===== config.mk =====
export PLATFORM = sky130hd
export DESIGN_NAME = jk_reg_bank
export DESIGN_NICKNAME = d
export VERILOG_FILES = /design/src/rtl/jk_pkg.sv /design/src/rtl/jk_cell.sv /design/src/rtl/jk_reg_bank.sv
export SDC_FILE = /design/constraint.sdc
export NUM_CORES = 1
export LEC_CHECK = 0
export BUFFER_PORTS_ARGS = -buffer_cell sky130_fd_sc_hd__buf_4
export CORE_UTILIZATION = 38
export DETAILED_ROUTE_END_ITERATION = 6
export HOLD_SLACK_MARGIN = 0.1
export PLACE_DENSITY_LB_ADDON = 0.1
export SYNTH_ARGS = -nofsm -noshare
export SYNTH_HDL_FRONTEND = slang
export SYNTH_HIERARCHICAL = 1
export SYNTH_SLANG_ARGS = --single-unit
export TNS_END_PERCENT = 5

===== constraint.sdc =====
create_clock -name clk -period 1.5 [get_ports clk]
set_input_delay 0.15 -clock clk [delete_from_list [all_inputs] [get_ports clk]]
set_output_delay 0.15 -clock clk [all_outputs]
set_load 0.05 [all_outputs]

===== src/rtl/jk_pkg.sv =====
// Shared types and next-state helper for the JK register bank.
package jk_pkg;

    // Per-bit JK operation, encoded as {j,k}
    typedef enum logic [1:0] {
        JK_HOLD = 2'b00,
        JK_CLR  = 2'b01,
        JK_SET  = 2'b10,
        JK_TGL  = 2'b11
    } jk_op_t;

    // Next state of a single JK bit given its current value and operation
    function automatic logic jk_next(input logic q, input jk_op_t op);
        logic nxt;
        case (op)
            JK_HOLD: nxt = q;
            JK_CLR:  nxt = 1'b0;
            JK_SET:  nxt = 1'b1;
            JK_TGL:  nxt = ~q;
            default: nxt = q;
        endcase
        return nxt;
    endfunction

endpackage


===== src/rtl/jk_cell.sv =====
// One JK bit: next-state selection (rst > load > en > hold) and its flop.
// q_nxt exposes the value the flop will take on the next non-reset edge.
module jk_cell
    import jk_pkg::*;
#(
    parameter logic RST_VAL = 1'b0
) (
    input  logic clk,
    input  logic rst,
    input  logic load,
    input  logic en,
    input  logic d,
    input  logic j,
    input  logic k,
    output logic q,
    output logic q_nxt
);

    logic   q_r;
    logic   q_nxt_s;
    jk_op_t op_s;

    assign op_s = jk_op_t'({j, k});

    // Select the next bit value: load wins over the JK update, otherwise hold
    always_comb begin
        q_nxt_s = q_r;
        if (load) begin
            q_nxt_s = d;
        end else if (en) begin
            q_nxt_s = jk_next(q_r, op_s);
        end else begin
            q_nxt_s = q_r;
        end
    end

    // State flop with synchronous reset
    always_ff @(posedge clk) begin
        if (rst) begin
            q_r <= RST_VAL;
        end else begin
            q_r <= q_nxt_s;
        end
    end

    assign q     = q_r;
    assign q_nxt = q_nxt_s;

endmodule


===== src/rtl/jk_reg_bank.sv =====
// Parametrised bank of JK flip-flops with parallel load, a registered
// "any bit changed" flag and an optional saturating toggle-event counter.
// Optional feature macro: JKREG_TOGGLE_CNT_EN (counter present when defined,
// toggle_cnt tied to zero otherwise).
module jk_reg_bank
    import jk_pkg::*;
#(
    parameter int               WIDTH     = 8,
    parameter logic [WIDTH-1:0] RESET_VAL = {WIDTH{1'b0}},
    parameter int               CNT_W     = 16
) (
    input  logic             clk,
    input  logic             rst,
    input  logic             en,
    input  logic             load,
    input  logic [WIDTH-1:0] d,
    input  logic [WIDTH-1:0] j,
    input  logic [WIDTH-1:0] k,
    output logic [WIDTH-1:0] out,
    output logic [WIDTH-1:0] out_n,
    output logic             changed,
    output logic [CNT_W-1:0] toggle_cnt
);

    logic [WIDTH-1:0] out_s;
    logic [WIDTH-1:0] out_nxt_s;
    logic             changed_r;

    for (genvar gi = 0; gi < WIDTH; gi++) begin : g_cell
        jk_cell #(
            .RST_VAL (RESET_VAL[gi])
        ) u_cell (
            .clk   (clk),
            .rst   (rst),
            .load  (load),
            .en    (en),
            .d     (d[gi]),
            .j     (j[gi]),
            .k     (k[gi]),
            .q     (out_s[gi]),
            .q_nxt (out_nxt_s[gi])
        );
    end

    // Flag any edge whose update alters the stored value; reset clears it
    always_ff @(posedge clk) begin
        if (rst) begin
            changed_r <= 1'b0;
        end else begin
            changed_r <= (out_nxt_s != out_s);
        end
    end

`ifdef JKREG_TOGGLE_CNT_EN
    logic [CNT_W-1:0] cnt_r;
    logic             tgl_evt_s;

    // One event per cycle with at least one toggling bit, regardless of count
    assign tgl_evt_s = ~load & en & (|(j & k));

    // Saturating event counter, cleared only by reset
    always_ff @(posedge clk) begin
        if (rst) begin
            cnt_r <= {CNT_W{1'b0}};
        end else if (tgl_evt_s && (cnt_r != {CNT_W{1'b1}})) begin
            cnt_r <= cnt_r + {{(CNT_W-1){1'b0}}, 1'b1};
        end else begin
            cnt_r <= cnt_r;
        end
    end

    assign toggle_cnt = cnt_r;
`else
    assign toggle_cnt = {CNT_W{1'b0}};
`endif

    assign out     = out_s;
    assign out_n   = ~out_s;
    assign changed = changed_r;

endmodule


==> flow_metrics.env, run 1 <==
export IMPL_fmax_ghz=0.727
export IMPL_period_needed_ns=1.37
export IMPL_drv_cap=0
export IMPL_grt_usage_pct=17.7
export IMPL_die_w_um=46.5
export IMPL_yosys_area_top_type="dfxtp_1"
export IMPL_root_buffer="clkbuf_4"
export IMPL_pin_count=61
export IMPL_nNetsFinal=164
export IMPL_synth_top_area_share_pct=24.0
export IMPL_antenna_found_initial=0
export IMPL_setup_viol=0
export IMPL_start_util_pct=42.2
export IMPL_drc=0
export IMPL_final_util_pct=63.0
export IMPL_syn_inst=85
export IMPL_cp_start_kind="register"
export IMPL_dp_hpwl_um=1330
export IMPL_worstRegToRegCells=5
export IMPL_fillers=166
export IMPL_clk_latency_ns=0.27
export IMPL_drtIter0Drc=9
export IMPL_reg2reg_from="g_cell[5].u_cell/q"
export IMPL_die_h_um=46.5
export IMPL_synth_seq_cells=9
export IMPL_cp_end_kind="register"
export IMPL_drt_pass1_iterations=3
export IMPL_cts_htree_levels=1
export IMPL_cts_resized=0
export IMPL_status="complete, no violations"
export IMPL_dieArea_um2=2160
export IMPL_cts_hold_buf=0
export IMPL_ff2ff_setup_slack_ns=0.13
export IMPL_antenna_cells=0
export IMPL_grt_pass1_wl_um=2550
export IMPL_finClkSkew_ns=0.00640
export IMPL_cts_tree="built"
export IMPL_cp_max_fo=5
export IMPL_hp_class="primary input to register"
export IMPL_cts_buffer_depth=2
export IMPL_peakVddDrop_mv=0.405
export IMPL_finalSetupTns_ns=0
export IMPL_crit_path_end="changed"
export IMPL_synthTopCellsByArea="dfxtp_1, buf_4, nor4_2, and4b_1, xor2_1"
export IMPL_vias=741
export IMPL_power_per_cell_area_nw_per_um2=837
export IMPL_core_um2=1780
export IMPL_register_area_um2=190
export IMPL_grt_pass1_vias=609
export IMPL_antenna_left=0
export IMPL_rows=15
export IMPL_drive_gt1_share_pct=51.1
export IMPL_cts_buffers_inserted=3
export IMPL_slew_viol_final=0
export IMPL_wire_per_inst_um=10.7
export IMPL_reg2reg_to="changed"
export IMPL_post_cts_buffers=0
export IMPL_required_ns=1.65
export IMPL_fin_crit_sh_pct=91.7
export IMPL_cp_data_arrival_time_ns=1.52
export IMPL_synth_seq_area_share_pct=24.0
export IMPL_critPathLaunch="g_cell[5].u_cell/q"
export IMPL_hold_violations=0
export IMPL_synth_cell_types=12
export IMPL_path_class="register to register"
export IMPL_post_synth_cell_area_avg_um2=8.85
export IMPL_grt_max_degree=25
export IMPL_io_buffers=44
export IMPL_power_leakage_uw=0.000538
export IMPL_syn_area_um2=752
export IMPL_multi_input_area_um2=493
export IMPL_avgViaCountPerCell=4.63
export IMPL_area_delta_synth_final_pct=49.4
export IMPL_cts_sinks=9
export IMPL_wl_um=1710
export IMPL_finalWeightedCongestion=0.620
export IMPL_grt_remaining_overflow=0
export IMPL_yosysWarnings=6
export IMPL_rsz0062_at_grt="false"
export IMPL_path_clk_slew_ns=0.07
[critical path, stage by stage (launching register included)]
cell	delay, ns
dfxtp_2	0.38
and4b_1	0.26
nor3_2	0.06
xor2_1	0.17
nor4_1	0.30
a21oi_1	0.10
[kinds of logic (layout without fill, tap and decap cells)]
logic type             count (synthesis)  after routing  share of synthesized area, %
AO/OA/AOI/OAI                          9              9                          8.65
XOR/XNOR                               8              8                          9.32
AND/OR/NAND/NOR                       34             34                          37.6
buffers and inverters                 24             59                          20.0
other                                  1             16                         0.499
flip-flops                             9              9                          24.0
[layout by cell type, fill, tap and decap left out]
master / Yosys / final
clkbuf_1: 0 / 1
a21oi_1: 1 / 1
nor4_1: 2 / 2
nor3_1: 8 / 7
nor2b_1: 8 / 8
a211oi_1: 8 / 6
nor4_2: 8 / 8
nor3_2: 0 / 1
a211oi_2: 0 / 2
xor2_1: 8 / 8
buf_4: 16 / 47
conb_1: 1 / 16
clkbuf_4: 0 / 3
dfxtp_1: 9 / 1
dfxtp_2: 0 / 8
and4b_1: 8 / 8
inv_1: 8 / 8
[how the worst min path moves through the flow]
| stage | from | slack (ns) | end | depth (start not counted) |
|---|---|---|---|---|
| final | rst | 0.15 | g_cell[1].u_cell/q | 2 |
| after global routing | rst | 0.15 | g_cell[3].u_cell/q | 2 |
| after CTS | rst | 0.15 | g_cell[1].u_cell/q | 2 |
| after detailed placement | rst | 0.44 | g_cell[1].u_cell/q | 2 |
| after global placement | rst | 0.44 | g_cell[1].u_cell/q | 2 |
| after floorplan | rst | 0.21 | g_cell[0].u_cell/q | 1 |
[state kept, by name (all words and copies together) (netlist names)]
| name | flops |
|---|---|
| changed | 1 |
| g_cell.u_cell/q | 8 |
[cells in the mapped netlist]
| library cell | number |
|---|---|
| dfxtp_1 | 9 |
| a211oi_1 | 8 |
| nor4_2 | 8 |
| inv_1 | 8 |
| conb_1 | 1 |
| xor2_1 | 8 |
| a21oi_1 | 1 |
| buf_4 | 16 |
| nor3_1 | 8 |
| nor4_1 | 2 |
| nor2b_1 | 8 |
| and4b_1 | 8 |
[where the power goes]
| group | total, µW | internal [µW] | switching [µW] |
|---|---|---|---|
| logic | 461 | 155 | 307 |
| clock network | 192 | 103 | 89.5 |
| registers | 287 | 262 | 24.8 |
| total | 941 | 520 | 421 |
[stage by stage]
stage | setup WS, ns | cell area, µm² | instances | hold slack [ns] | total power [µW]
after floorplan | 0.0389 | 818 | 100 | 0.214 | 632
after global placement | 0.0660 | 1080 | 156 | 0.439 | 744
after detailed placement | 0.0122 | 1080 | 156 | 0.438 | 750
after CTS | 0.0754 | 1110 | 160 | 0.148 | 946
after global routing | 0.0187 | 1120 | 160 | 0.154 | 991
final | 0.125 | 1120 | 160 | 0.152 | 941
[layer usage]
metal	routed length, µm	track usage, %	vias to the layer above
met5	0	0	-
met1	757	21.1	314
li1	-	-	381
met4	31	12.4	0
met2	785	26.9	42
met3	136	4.71	4
[area by class of cell]
class,count,share of cell area [%]
sequential,9,16.9
clock buffer,4,2.34
multi-input combinational,67,43.9
tap,25,2.78
inverter,8,2.67
timing repair buffer,47,31.4
Power figures use the tool's default switching activity.
==> run 2: changes to the inputs <==
BUFFER_PORTS_ARGS = -buffer_cell sky130_fd_sc_hd__buf_2   (was -buffer_cell sky130_fd_sc_hd__buf_4)
==> run 2 against run 1 <==
Compared with the run above:
- via count rose by 5.7%
- sequential power barely moved
- clock-buffer cell count did not move
- clock skew fell by 0.0047 ns
- cell count rose by 3.1%
- hold slack improved by 0.094 ns
- clock power barely moved
- combinational power fell by 5.4%
- maximum frequency fell by 1.4%
- global-route usage rose by 0.066 points
- critical path type unchanged
- critical endpoint unchanged
- largest power group unchanged
- highest routed layer unchanged
==> flow_metrics.env, run 2 (same netlist as run 1, synthesis figures left out) <==
export IMPL_crit_path_end="changed"
export IMPL_final_cell_mix="buf_2, conb_1, nor4_2"
export IMPL_cts_htree_levels=1
export IMPL_place_inst=161
export IMPL_rsz0062_at_grt="false"
export IMPL_setup_viol=0
export IMPL_slew_viol_final=0
export IMPL_cts_tree="built"
export IMPL_power_leakage_uw=0.000524
export IMPL_grt_max_degree=25
export IMPL_dieArea_um2=2160
export IMPL_drive_gt1_share_pct=52.1
export IMPL_fmax_ghz=0.717
export IMPL_hp_class="primary input to register"
export IMPL_finalWorstSetupSlack_ns=0.106
export IMPL_intPower_uw=489
export IMPL_peakVddDrop_mv=0.462
export IMPL_wl_um=1800
export IMPL_reg2reg_to="changed"
export IMPL_largest_register_ffs=8
export IMPL_hold_violations=0
export IMPL_instances_no_fill=165
export IMPL_start_util_pct=42.2
export IMPL_root_buffer="clkbuf_4"
export IMPL_power_share_clock_pct=21.2
export IMPL_finalWeightedCongestion=0.638
export IMPL_drtIter0Drc=7
export IMPL_finClkSkew_ns=0.00170
export IMPL_core_um2=1780
export IMPL_area_delta_synth_final_pct=39.3
export IMPL_ff2ff_setup_slack_ns=0.11
export IMPL_clk_latency_ns=0.26
export IMPL_fin_crit_sh_pct=93.0
export IMPL_cts_buffers_inserted=3
export IMPL_io_buffers=44
export IMPL_path_class="register to register"
export IMPL_rows=15
export IMPL_drc=0
export IMPL_drv_cap=0
export IMPL_use_met2_pct=27.8
export IMPL_grt_pass1_vias=635
export IMPL_top_usage_layer="met2"
export IMPL_die_h_um=46.5
export IMPL_die_w_um=46.5
export IMPL_cp_max_fo=5
export IMPL_finalSetupTns_ns=0
export IMPL_total_power_uw=916
export IMPL_avgViaCountPerCell=4.75
export IMPL_grtUsageMet1_pct=19.2
export IMPL_status="complete, no violations"
export IMPL_p_comb_share_pct=47.6
export IMPL_cp_start_kind="register"
export IMPL_wire_per_inst_um=10.9
export IMPL_drt_pass1_iterations=4
export IMPL_grt_pass1_wl_um=2570
export IMPL_p_switching_uw=428
export IMPL_place_ws_ns=-0.0531
export IMPL_nNetsFinal=169
export IMPL_cts_buffer_depth=2
export IMPL_critPathLaunch="g_cell[2].u_cell/q"
export IMPL_final_util_pct=58.7
export IMPL_worstHoldStart="rst"
export IMPL_antenna_found_initial=0
export IMPL_required_ns=1.65
export IMPL_antenna_left=0
export IMPL_worstRegToRegCells=5
export IMPL_power_per_cell_area_nw_per_um2=875
export IMPL_reg2reg_from="g_cell[2].u_cell/q"
export IMPL_post_cts_buffers=0
export IMPL_vias=783
export IMPL_cp_end_kind="register"
export IMPL_grt_usage_pct=17.7
export IMPL_cts_sinks=9
export IMPL_mostFrequentLayoutCell="buf_2"
export IMPL_antenna_cells=0
export IMPL_cp_data_arrival_time_ns=1.54
export IMPL_cts_hold_buf=0
export IMPL_pwr_share_seq_pct=31.3
export IMPL_period_needed_ns=1.39
export IMPL_grt_remaining_overflow=0
export IMPL_pin_count=61
export IMPL_cts_resized=0
export IMPL_dp_hpwl_um=1370
export IMPL_switching_share_pct=46.7
export IMPL_path_clk_slew_ns=0.06
export IMPL_grtUsageMet3_pct=4.31
==> run 2: worst max-delay path, cell delays in order, from the launching register on <==
cell and delay [ns]:
dfxtp_2 0.35, and4b_1 0.22, nor3_1 0.21, xor2_1 0.11, nor4_1 0.29, a21oi_1 0.10
==> run 2: layout make-up <==
cell class | count | area (µm²)
fill | 162 | 736
multi-input combinational | 67 | 489
timing repair buffer | 52 | 280
sequential | 9 | 190
tap | 25 | 31.3
inverter | 8 | 30.0
clock buffer | 4 | 26.3
==> run 2: through the flow <==
stage	hold WS (ns)	instance area (µm²)
after detailed placement	0.517	1010
final	0.245	1050
after global placement	0.510	1010
after global routing	0.241	1050
after floorplan	0.214	818
after CTS	0.238	1040
==> run 2: routing by layer <==
metal / share of wire [%] / up-vias / routed length (µm)
li1: - / 389 / -
met3: 7.4 / 4 / 134
met5: 0 / - / 0
met4: 2.3 / 0 / 42
met2: 47 / 44 / 837
met1: 44 / 346 / 785
==> run 2: worst min-delay path by stage <==
stage                               endpoint  slack (ns)  depth (start not counted)
after CTS                            changed        0.24                          2
after detailed placement             changed        0.52                          2
after global placement               changed        0.51                          2
after global routing      g_cell[3].u_cell/q        0.24                          3
after floorplan           g_cell[0].u_cell/q        0.21                          1
final                                changed        0.25                          2
==> run 2: power groups by stage <==
stage               Clock (µW)  Combinational (µW)  Sequential (µW)
CTS                        201                 430              286
detailed placement           0                 428              291
global route               211                 464              290
finish                     194                 436              286
floorplan                    0                 279              354
global placement             0                 424              289
